### src/rtl/pll_phase_ctrl.sv
// rtl/pll_phase_ctrl.sv - PLL reset/lock sequencing and dynamic fine-phase-shift controller
// Optional feature macro: PLL_CTRL_LOCKLOSS_RECOVER_EN (lock loss in IDLE triggers a full re-lock).
module pll_phase_ctrl #(
    parameter int RST_CYCLES   = 16,
    parameter int LOCK_TIMEOUT = 65535,
    parameter int STEP_GAP     = 4
) (
    input  logic       clk,
    input  logic       rst,
    input  logic       req_valid,
    output logic       req_ready,
    input  logic [2:0] req_sel,
    input  logic       req_dir,
    input  logic [7:0] req_steps,
    input  logic       pll_lock,
    output logic       pll_rst,
    output logic [2:0] phase_sel,
    output logic       phase_dir,
    output logic       phase_step_n,
    output logic       load_phase,
    output logic       locked,
    output logic       done,
    output logic       err
);

    typedef enum logic [2:0] {
        S_RESET,
        S_WAIT_LOCK,
        S_IDLE,
        S_SETUP,
        S_STEP_LO,
        S_STEP_HI,
        S_LOAD
    } state_t;

    state_t      state_q, state_d;
    logic [31:0] cnt_q, cnt_d;
    logic [7:0]  rem_q, rem_d;
    logic        lock_meta_q, lock_s_q;
    logic        pll_rst_q, pll_rst_d;
    logic [2:0]  phase_sel_q, phase_sel_d;
    logic        phase_dir_q, phase_dir_d;
    logic        step_n_q, step_n_d;
    logic        load_q, load_d;
    logic        ready_q, ready_d;
    logic        locked_q, locked_d;
    logic        done_q, done_d;
    logic        err_q, err_d;

    always_comb begin
        state_d     = state_q;
        cnt_d       = cnt_q;
        rem_d       = rem_q;
        pll_rst_d   = pll_rst_q;
        phase_sel_d = phase_sel_q;
        phase_dir_d = phase_dir_q;
        step_n_d    = 1'b1;
        load_d      = 1'b0;
        ready_d     = ready_q;
        locked_d    = locked_q;
        done_d      = 1'b0;
        err_d       = err_q;

        case (state_q)
            S_RESET: begin
                if (cnt_q == 32'(RST_CYCLES - 1)) begin
                    state_d   = S_WAIT_LOCK;
                    cnt_d     = '0;
                    pll_rst_d = 1'b0;
                end else begin
                    cnt_d = cnt_q + 32'd1;
                end
            end
            S_WAIT_LOCK: begin
                if (lock_s_q) begin
                    state_d  = S_IDLE;
                    cnt_d    = '0;
                    ready_d  = 1'b1;
                    locked_d = 1'b1;
                end else if (cnt_q == 32'(LOCK_TIMEOUT - 1)) begin
                    state_d   = S_RESET;
                    cnt_d     = '0;
                    pll_rst_d = 1'b1;
                    err_d     = 1'b1;
                end else begin
                    cnt_d = cnt_q + 32'd1;
                end
            end
            S_IDLE: begin
`ifdef PLL_CTRL_LOCKLOSS_RECOVER_EN
                if (!lock_s_q) begin
                    state_d   = S_RESET;
                    cnt_d     = '0;
                    pll_rst_d = 1'b1;
                    ready_d   = 1'b0;
                    locked_d  = 1'b0;
                    err_d     = 1'b1;
                end else if (req_valid) begin
`else
                locked_d = lock_s_q;
                if (!lock_s_q) begin
                    err_d = 1'b1;
                end
                if (req_valid) begin
`endif
                    if (req_sel > 3'd4) begin
                        err_d  = 1'b1;
                        done_d = 1'b1;
                    end else if (req_steps == 8'd0) begin
                        done_d = 1'b1;
                    end else begin
                        state_d     = S_SETUP;
                        phase_sel_d = req_sel;
                        phase_dir_d = req_dir;
                        rem_d       = req_steps;
                        ready_d     = 1'b0;
                    end
                end
            end
            S_SETUP: begin
                state_d  = S_STEP_LO;
                step_n_d = 1'b0;
            end
            S_STEP_LO: begin
                if (rem_q != 8'd0) begin
                    rem_d = rem_q - 8'd1;
                end
                state_d = S_STEP_HI;
                cnt_d   = '0;
            end
            S_STEP_HI: begin
                if (cnt_q == 32'(STEP_GAP - 1)) begin
                    cnt_d = '0;
                    if (rem_q != 8'd0) begin
                        state_d  = S_STEP_LO;
                        step_n_d = 1'b0;
                    end else begin
                        state_d = S_LOAD;
                        load_d  = 1'b1;
                    end
                end else begin
                    cnt_d = cnt_q + 32'd1;
                end
            end
            S_LOAD: begin
                state_d = S_IDLE;
                ready_d = 1'b1;
                done_d  = 1'b1;
            end
            default: begin
                state_d   = S_RESET;
                cnt_d     = '0;
                pll_rst_d = 1'b1;
            end
        endcase

        // Losing lock mid-shift leaves the PLL in an unknown phase, so force a full re-lock.
        if ((state_q == S_SETUP || state_q == S_STEP_LO || state_q == S_STEP_HI ||
             state_q == S_LOAD) && !lock_s_q) begin
            state_d   = S_RESET;
            cnt_d     = '0;
            pll_rst_d = 1'b1;
            step_n_d  = 1'b1;
            load_d    = 1'b0;
            done_d    = 1'b0;
            ready_d   = 1'b0;
            locked_d  = 1'b0;
            err_d     = 1'b1;
        end
    end

    always_ff @(posedge clk) begin
        if (rst) begin
            state_q     <= S_RESET;
            cnt_q       <= '0;
            rem_q       <= '0;
            lock_meta_q <= 1'b0;
            lock_s_q    <= 1'b0;
            pll_rst_q   <= 1'b1;
            phase_sel_q <= '0;
            phase_dir_q <= 1'b0;
            step_n_q    <= 1'b1;
            load_q      <= 1'b0;
            ready_q     <= 1'b0;
            locked_q    <= 1'b0;
            done_q      <= 1'b0;
            err_q       <= 1'b0;
        end else begin
            state_q     <= state_d;
            cnt_q       <= cnt_d;
            rem_q       <= rem_d;
            lock_meta_q <= pll_lock;
            lock_s_q    <= lock_meta_q;
            pll_rst_q   <= pll_rst_d;
            phase_sel_q <= phase_sel_d;
            phase_dir_q <= phase_dir_d;
            step_n_q    <= step_n_d;
            load_q      <= load_d;
            ready_q     <= ready_d;
            locked_q    <= locked_d;
            done_q      <= done_d;
            err_q       <= err_d;
        end
    end

    assign req_ready    = ready_q;
    assign pll_rst      = pll_rst_q;
    assign phase_sel    = phase_sel_q;
    assign phase_dir    = phase_dir_q;
    assign phase_step_n = step_n_q;
    assign load_phase   = load_q;
    assign locked       = locked_q;
    assign done         = done_q;
    assign err          = err_q;

endmodule

### config.mk
export PLATFORM = sky130hd
export DESIGN_NAME = pll_phase_ctrl
export DESIGN_NICKNAME = d
export VERILOG_FILES = /design/src/rtl/pll_phase_ctrl.sv
export SDC_FILE = /design/constraint.sdc
export NUM_CORES = 1
export LEC_CHECK = 0
export BUFFER_PORTS_ARGS = -buffer_cell sky130_fd_sc_hd__buf_2
export CAP_MARGIN = 20
export CORE_ASPECT_RATIO = 2
export CORE_UTILIZATION = 45
export DETAILED_ROUTE_END_ITERATION = 7
export PLACE_DENSITY = 0.62
export SLEW_MARGIN = 20
export SYNTH_ARGS = -nofsm -noshare
export SYNTH_HDL_FRONTEND = slang
export SYNTH_SLANG_ARGS = --single-unit
### constraint.sdc
create_clock -name clk -period 4.25 [get_ports clk]
set_input_delay 0.6375 -clock clk [delete_from_list [all_inputs] [get_ports clk]]
set_output_delay 0.6375 -clock clk [all_outputs]
set_load 0.03 [all_outputs]
# [After elaboration in Yosys (flattened, before gate mapping)]
# Cells that the tools add are included.
[word_totals] reg_bits=56 input_bits=16 output_inout_bits=11 wordCells=107
[op_classes] n_addsub=2 n_lt_le_gt_ge=1 n_eq_ne=21 mux=41 bitwise=5 n_reduce_logical=23
[op_table] operator="$mux W32" n=4
[op_table] operator="$pmux W32 S4" n=1
[op_table] operator="$add A32 B1 Y32 const B" n=1
[op_table] operator="$eq A32 B16 Y1 const B" n=1
[op_table] operator="$eq A32 B2 Y1 const B" n=1
[op_table] operator="$eq A32 B4 Y1 const B" n=1
[op_table] operator="$mux W8" n=4
[op_table] operator="$mux W3" n=7
[op_table] operator="$pmux W3 S7" n=1
[op_table] operator="$ne A2 B2 Y1 const B" n=9
[op_table] operator="$mux W1" n=16
[op_table] operator="$pmux W8 S2" n=1
[op_table] operator="$reduce_and A5 Y1" n=2
[op_table] operator="$eq A3 B3 Y1 const B" n=3
[op_table] operator="$ne A3 B3 Y1 const B" n=3
[op_table] operator="$logic_not A8 Y1" n=1
[op_table] operator="$pmux W1 S2" n=4
[op_table] operator="$reduce_and A4 Y1" n=2
[op_table] operator="$reduce_bool A8 Y1" n=1
[op_table] operator="$sub A8 B1 Y8 const B" n=1
[op_table] operator="$eq A3 B2 Y1 const B" n=2
[op_table] operator="$pmux W1 S3" n=2
[op_table] operator="$reduce_and A6 Y1" n=1
[op_table] operator="$reduce_bool A3 Y1" n=2
[op_table] operator="other kinds (15)" n=22

# [Depth between registers and ports, before layout]
[logic_depth] depth_word=7 ltp_mapped=9 mapped_depth_nobuf=7

# [Worst setup path after synthesis]
# Ideal clock, no wire load.
[synth_timing] path_type="register to register" from="register cnt_q[0]" to="register state_q[0]" setup_time_ns=0.070 arrival_time_ns=1.872 t_required_ns=4.180 path_slack_ns=2.309 stages_incl_launch_ff=8 path_buffers=0 synth_period_minus_slack_ns=1.941 cell_sequence="dfxtp_1 > ha_1 > nor3b_1 > nor2_1 > nor2_1 > nand4_2 > or4b_1 > a21oi_1"
[synth_between] elab_chain_len=3 elab_cells_between_ends=7 classes_between="6 x eq/ne; 1 x reduce/logical"
[synth_lines] item="start: declaration" line="37" rtl="logic [31:0] cnt_q, cnt_d;"
[synth_lines] item="start signal: assignment" line="190" rtl="cnt_q <= cnt_d;"
[synth_lines] item="$eq A32 B16 Y1, or another cell as far along" line="80" rtl="end else if (cnt_q == 32'(LOCK_TIMEOUT - 1)) begin"
[synth_lines] item="$ne A3 B3 Y1 (no source line) / $ne A2 B2 Y1 (equally long branches)"
[synth_lines] item="$reduce_and A6 Y1 (no source line) *"
[synth_lines] item="end signal: assignment" line="189" rtl="state_q <= state_d;"
[synth_lines] item="end: declaration" line="36" rtl="state_t state_q, state_d;"
# Every way passes the cells marked *; elsewhere a longest branch is shown, timed or not.
# A chain may end at the register's enable or synchronous reset.

# [Final worst setup path]
[layout_timing] from="register state_q[0]" to="register cnt_q[27]"
[layout_between] elab_chain_len=6 elab_cells_between_ends=14 classes_between="6 x eq/ne; 1 x mux; 7 x reduce/logical"
[layout_lines] item="$eq A3 B2 Y1 / $eq A3 B3 Y1 (equally long branches)" line="64, 158"
[layout_lines] item="$logic_or A1 B1 Y1 (3 in a row)" line="158" rtl="if ((state_q == S_SETUP || state_q == S_STEP_LO || state_q == S_STEP_HI ||"
[layout_lines] item="$logic_and A1 B1 Y1" line="159" rtl="state_q == S_LOAD) && !lock_s_q) begin"
[layout_lines] item="$reduce_or A2 Y1 (no source line)"
# Parallel ways exist; a longest one is shown, timed or not.

==> flow_metrics.tcl <==
set metrics [dict create \
    endpoint_kind "flip-flop" \
    ioPinCount 27 \
    synth_fa_ha_area_frac 0.0194 \
    grt_pass1_wl_um 14300 \
    yosysUniqueCellTypes 60 \
    synthTopCellsByCount "dfxtp_1 (56), nand2_1 (51), nor2_1 (51)" \
    io_buffers 26 \
    r2r-start "state_q[0]" \
    synthArstFlopShare 0 \
    leakagePower_nw 1.32 \
    tightest_slew_ns 0.836 \
    multiInputGateArea_mm2 0.00191 \
    period_share 0.629 \
    area_growth_pct 8.35 \
    first_pass_iters 4 \
    crit_path_cell_trace "or4b_4, a21oi_2, nor2_1, a41oi_4, a31oi_1, a31oi_1" \
    skew_ns 0.00346 \
    regArea_mm2 0.00112 \
    ys_ff_latch 56 \
    place_congestion 0.897 \
    cp.arrival_ns 2.90 \
    vias 3058 \
    die_w_um 61.8 \
    drcViolationCount 0 \
    combPwrFrac 0.087 \
    worstHoldStart "lock_meta_q" \
    r2r-end "cnt_q[27]" \
    hp-class "reg2reg" \
    hold-path-endpoint "lock_s_q" \
    post-cts-setup-buffers 0 \
    totalWireLength_um 8620 \
    rsz0062_at_grt "false" \
    placementRows 43 \
    maxCapViolCount 0 \
    wl_per_cell_um 16.7 \
    yosys.area_share.simple 0.332 \
    yosys.area.top_type "dfxtp_1" \
    synth_compound_area_frac 0.190 \
    numCtsBuffers 5 \
    power.density_mw_per_mm2 305 \
    synth_area_leaders "dfxtp_1 (35%), nand2_1 (5.9%), nor2_1 (5.9%)" \
    use_met2 0.466 \
    status "complete, no violations" \
    ant_nets 0 \
    yosys_warnings 0 \
    synth_fp_nets 436 \
    grt_remaining_overflow 0 \
    rr_worst_depth 6 \
    synthFlopType "dfxtp_1" \
    syn_area_mm2 0.00322 \
    ctsResizeCount 0 \
    vdd_ir_drop_max_uv 165 \
    grtUsageTotal 0.261 \
    synth_xor_area_frac 0.0272 \
    dp_hpwl_um 6600 \
    fmax_ghz 0.374 \
    clockBufferDepth 2 \
    p_seq_frac 0.512 \
    cts_tree "yes" \
    core_area_mm2 0.00694 \
    tns_ns 0 \
    hold_viol 0 \
    crit_required_ns 4.47 \
    start_util 0.464 \
    drtIter0Drc 209 \
    met1_usage 0.264 \
    path_buf_inv 0 \
    r2r_slack_ns 1.58 \
    setup.worst_path.start_class "flip-flop" \
    layout-drive-gt1-share 0.110 \
    syn_inst 415 \
    layout_min_cycle_time_ns 2.67 \
    grt_busiest_layer "met2" \
    critPathKind "reg2reg" \
    grt_util_met3 0.0446 \
    critical-path-top-delay-family "compound AO/OA/AOI/OAI gates" \
    diodes 0 \
    die-area_mm2 0.00752 \
    antenna_found_initial 0 \
    p_sw_frac 0.247 \
    crit_top_cell "a31oi_1" \
    synth-edff-count 0 \
    p_switching_uw 262 \
    synthMostInstantiatedCell "dfxtp_1" \
    min_path_cells 1 \
    clk_pin_slew_ns 0.07 \
    cts_root_buf "clkbuf_16" \
    grt_max_degree 28 \
    cts.sinks 56 \
    maxSlewHeadroom 0.441 \
    synth_top_cell_area_share 0.348 \
    fill_cells 698 \
    synth_top_family_by_area "simple AND/OR/NAND/NOR gates" \
    p_int_uw 802 \
    avgSynthCellArea_um2 7.76 \
    drv_slew 0 \
    critPathSlowestCell "dfxtp_1" \
    cts_max_level 2 \
    critical_path.max_fanout 27 \
    critPathMaxStageDelay_ns 0.76 \
    finalNetCount 447 \
    via_per_inst 5.91 \
    total_power_mw 1.06 \
    grt_pass1_vias 2972 \
    setup_viol 0 \
    synth_mux_area_frac 0.0252 \
    die_h_um 122 \
    clkPwrFrac 0.401 \
    synth-seq-area-share 0.348 \
    cts-hold-fix-buffers 0 \
    clock_latency_ns 0.30 \
]
-- worst max path at each step --
stage	startpoint	endpoint	slack [ns]	depth (start not counted)
global route	state_q[2]	rem_q[0]	1.30	5
floorplan	cnt_q[0]	state_q[0]	2.31	7
CTS	state_q[2]	rem_q[0]	1.58	5
global placement	state_q[2]	rem_q[0]	1.65	5
detailed placement	state_q[2]	rem_q[3]	1.59	6
finish	state_q[0]	cnt_q[27]	1.58	6
-- logic make-up (layout without fill, tap and decap cells) --
kind of cell | count (synthesis) | count (layout)
xor+xnor | 10 | 10
compound gates | 87 | 87
simple gates | 211 | 211
fa+ha+maj | 5 | 5
flops | 56 | 56
mux | 8 | 8
buf+inv | 38 | 50
-- registers in the layout, summed over array words and instances, names as in the netlist --
register,count
cnt_q,32
load_phase,1
locked,1
lock_s_q,1
pll_rst,1
state_q,3
phase_dir,1
phase_step_n,1
req_ready,1
err,1
done,1
lock_meta_q,1
phase_sel,3
rem_q,8
-- metrics by stage --
stage | area [um2] | instances | util | setup slack, ns | hold WS, ns
after global routing | 3490 | 517 | 0.503 | 1.30 | 0.470
after CTS | 3490 | 517 | 0.503 | 1.58 | 0.460
after global placement | 3340 | 509 | 0.481 | 1.65 | 0.446
after floorplan | 3220 | 415 | - | 2.31 | 0.414
final | 3490 | 517 | 0.503 | 1.58 | 0.453
after detailed placement | 3340 | 509 | 0.481 | 1.59 | 0.444
-- placed cells by master (no fill, tap or decap), types with 11 or more instances in the layout --
master,n
nand3_1,30
nor4_1,11
o21ai_0,14
inv_1,15
nand2_1,51
a21oi_1,20
dfxtp_1,56
buf_2,26
nor2_1,51
nor3_1,13
nand4_1,11
a31oi_1,12
-- layout make-up --
cell class / count / share of cell area
Clock buffer: 7 / 0.0409
Clock inverter: 1 / 0.00215
Inverter: 15 / 0.0161
Multi-Input combinational cell: 321 / 0.548
Sequential cell: 56 / 0.321
Tap cell: 90 / 0.0323
Timing Repair Buffer: 27 / 0.0394
-- routing by layer --
| metal | part of all wire | up-vias |
|---|---|---|
| met3 | 0.026 | 29 |
| li1 | - | 1525 |
| met1 | 0.36 | 1431 |
| met4 | 0.055 | 0 |
| met5 | 0 | - |
| met2 | 0.56 | 73 |
-- power by group through the flow --
stage | Sequential (mW) | Clock, mW | Combinational [mW]
after detailed placement | 0.557 | 0 | 0.0924
after global placement | 0.556 | 0 | 0.0907
after global routing | 0.547 | 0.459 | 0.103
after CTS | 0.545 | 0.436 | 0.0927
final | 0.545 | 0.427 | 0.0922
after floorplan | 0.551 | 0 | 0.0757
(Power assumes the default switching activity.)
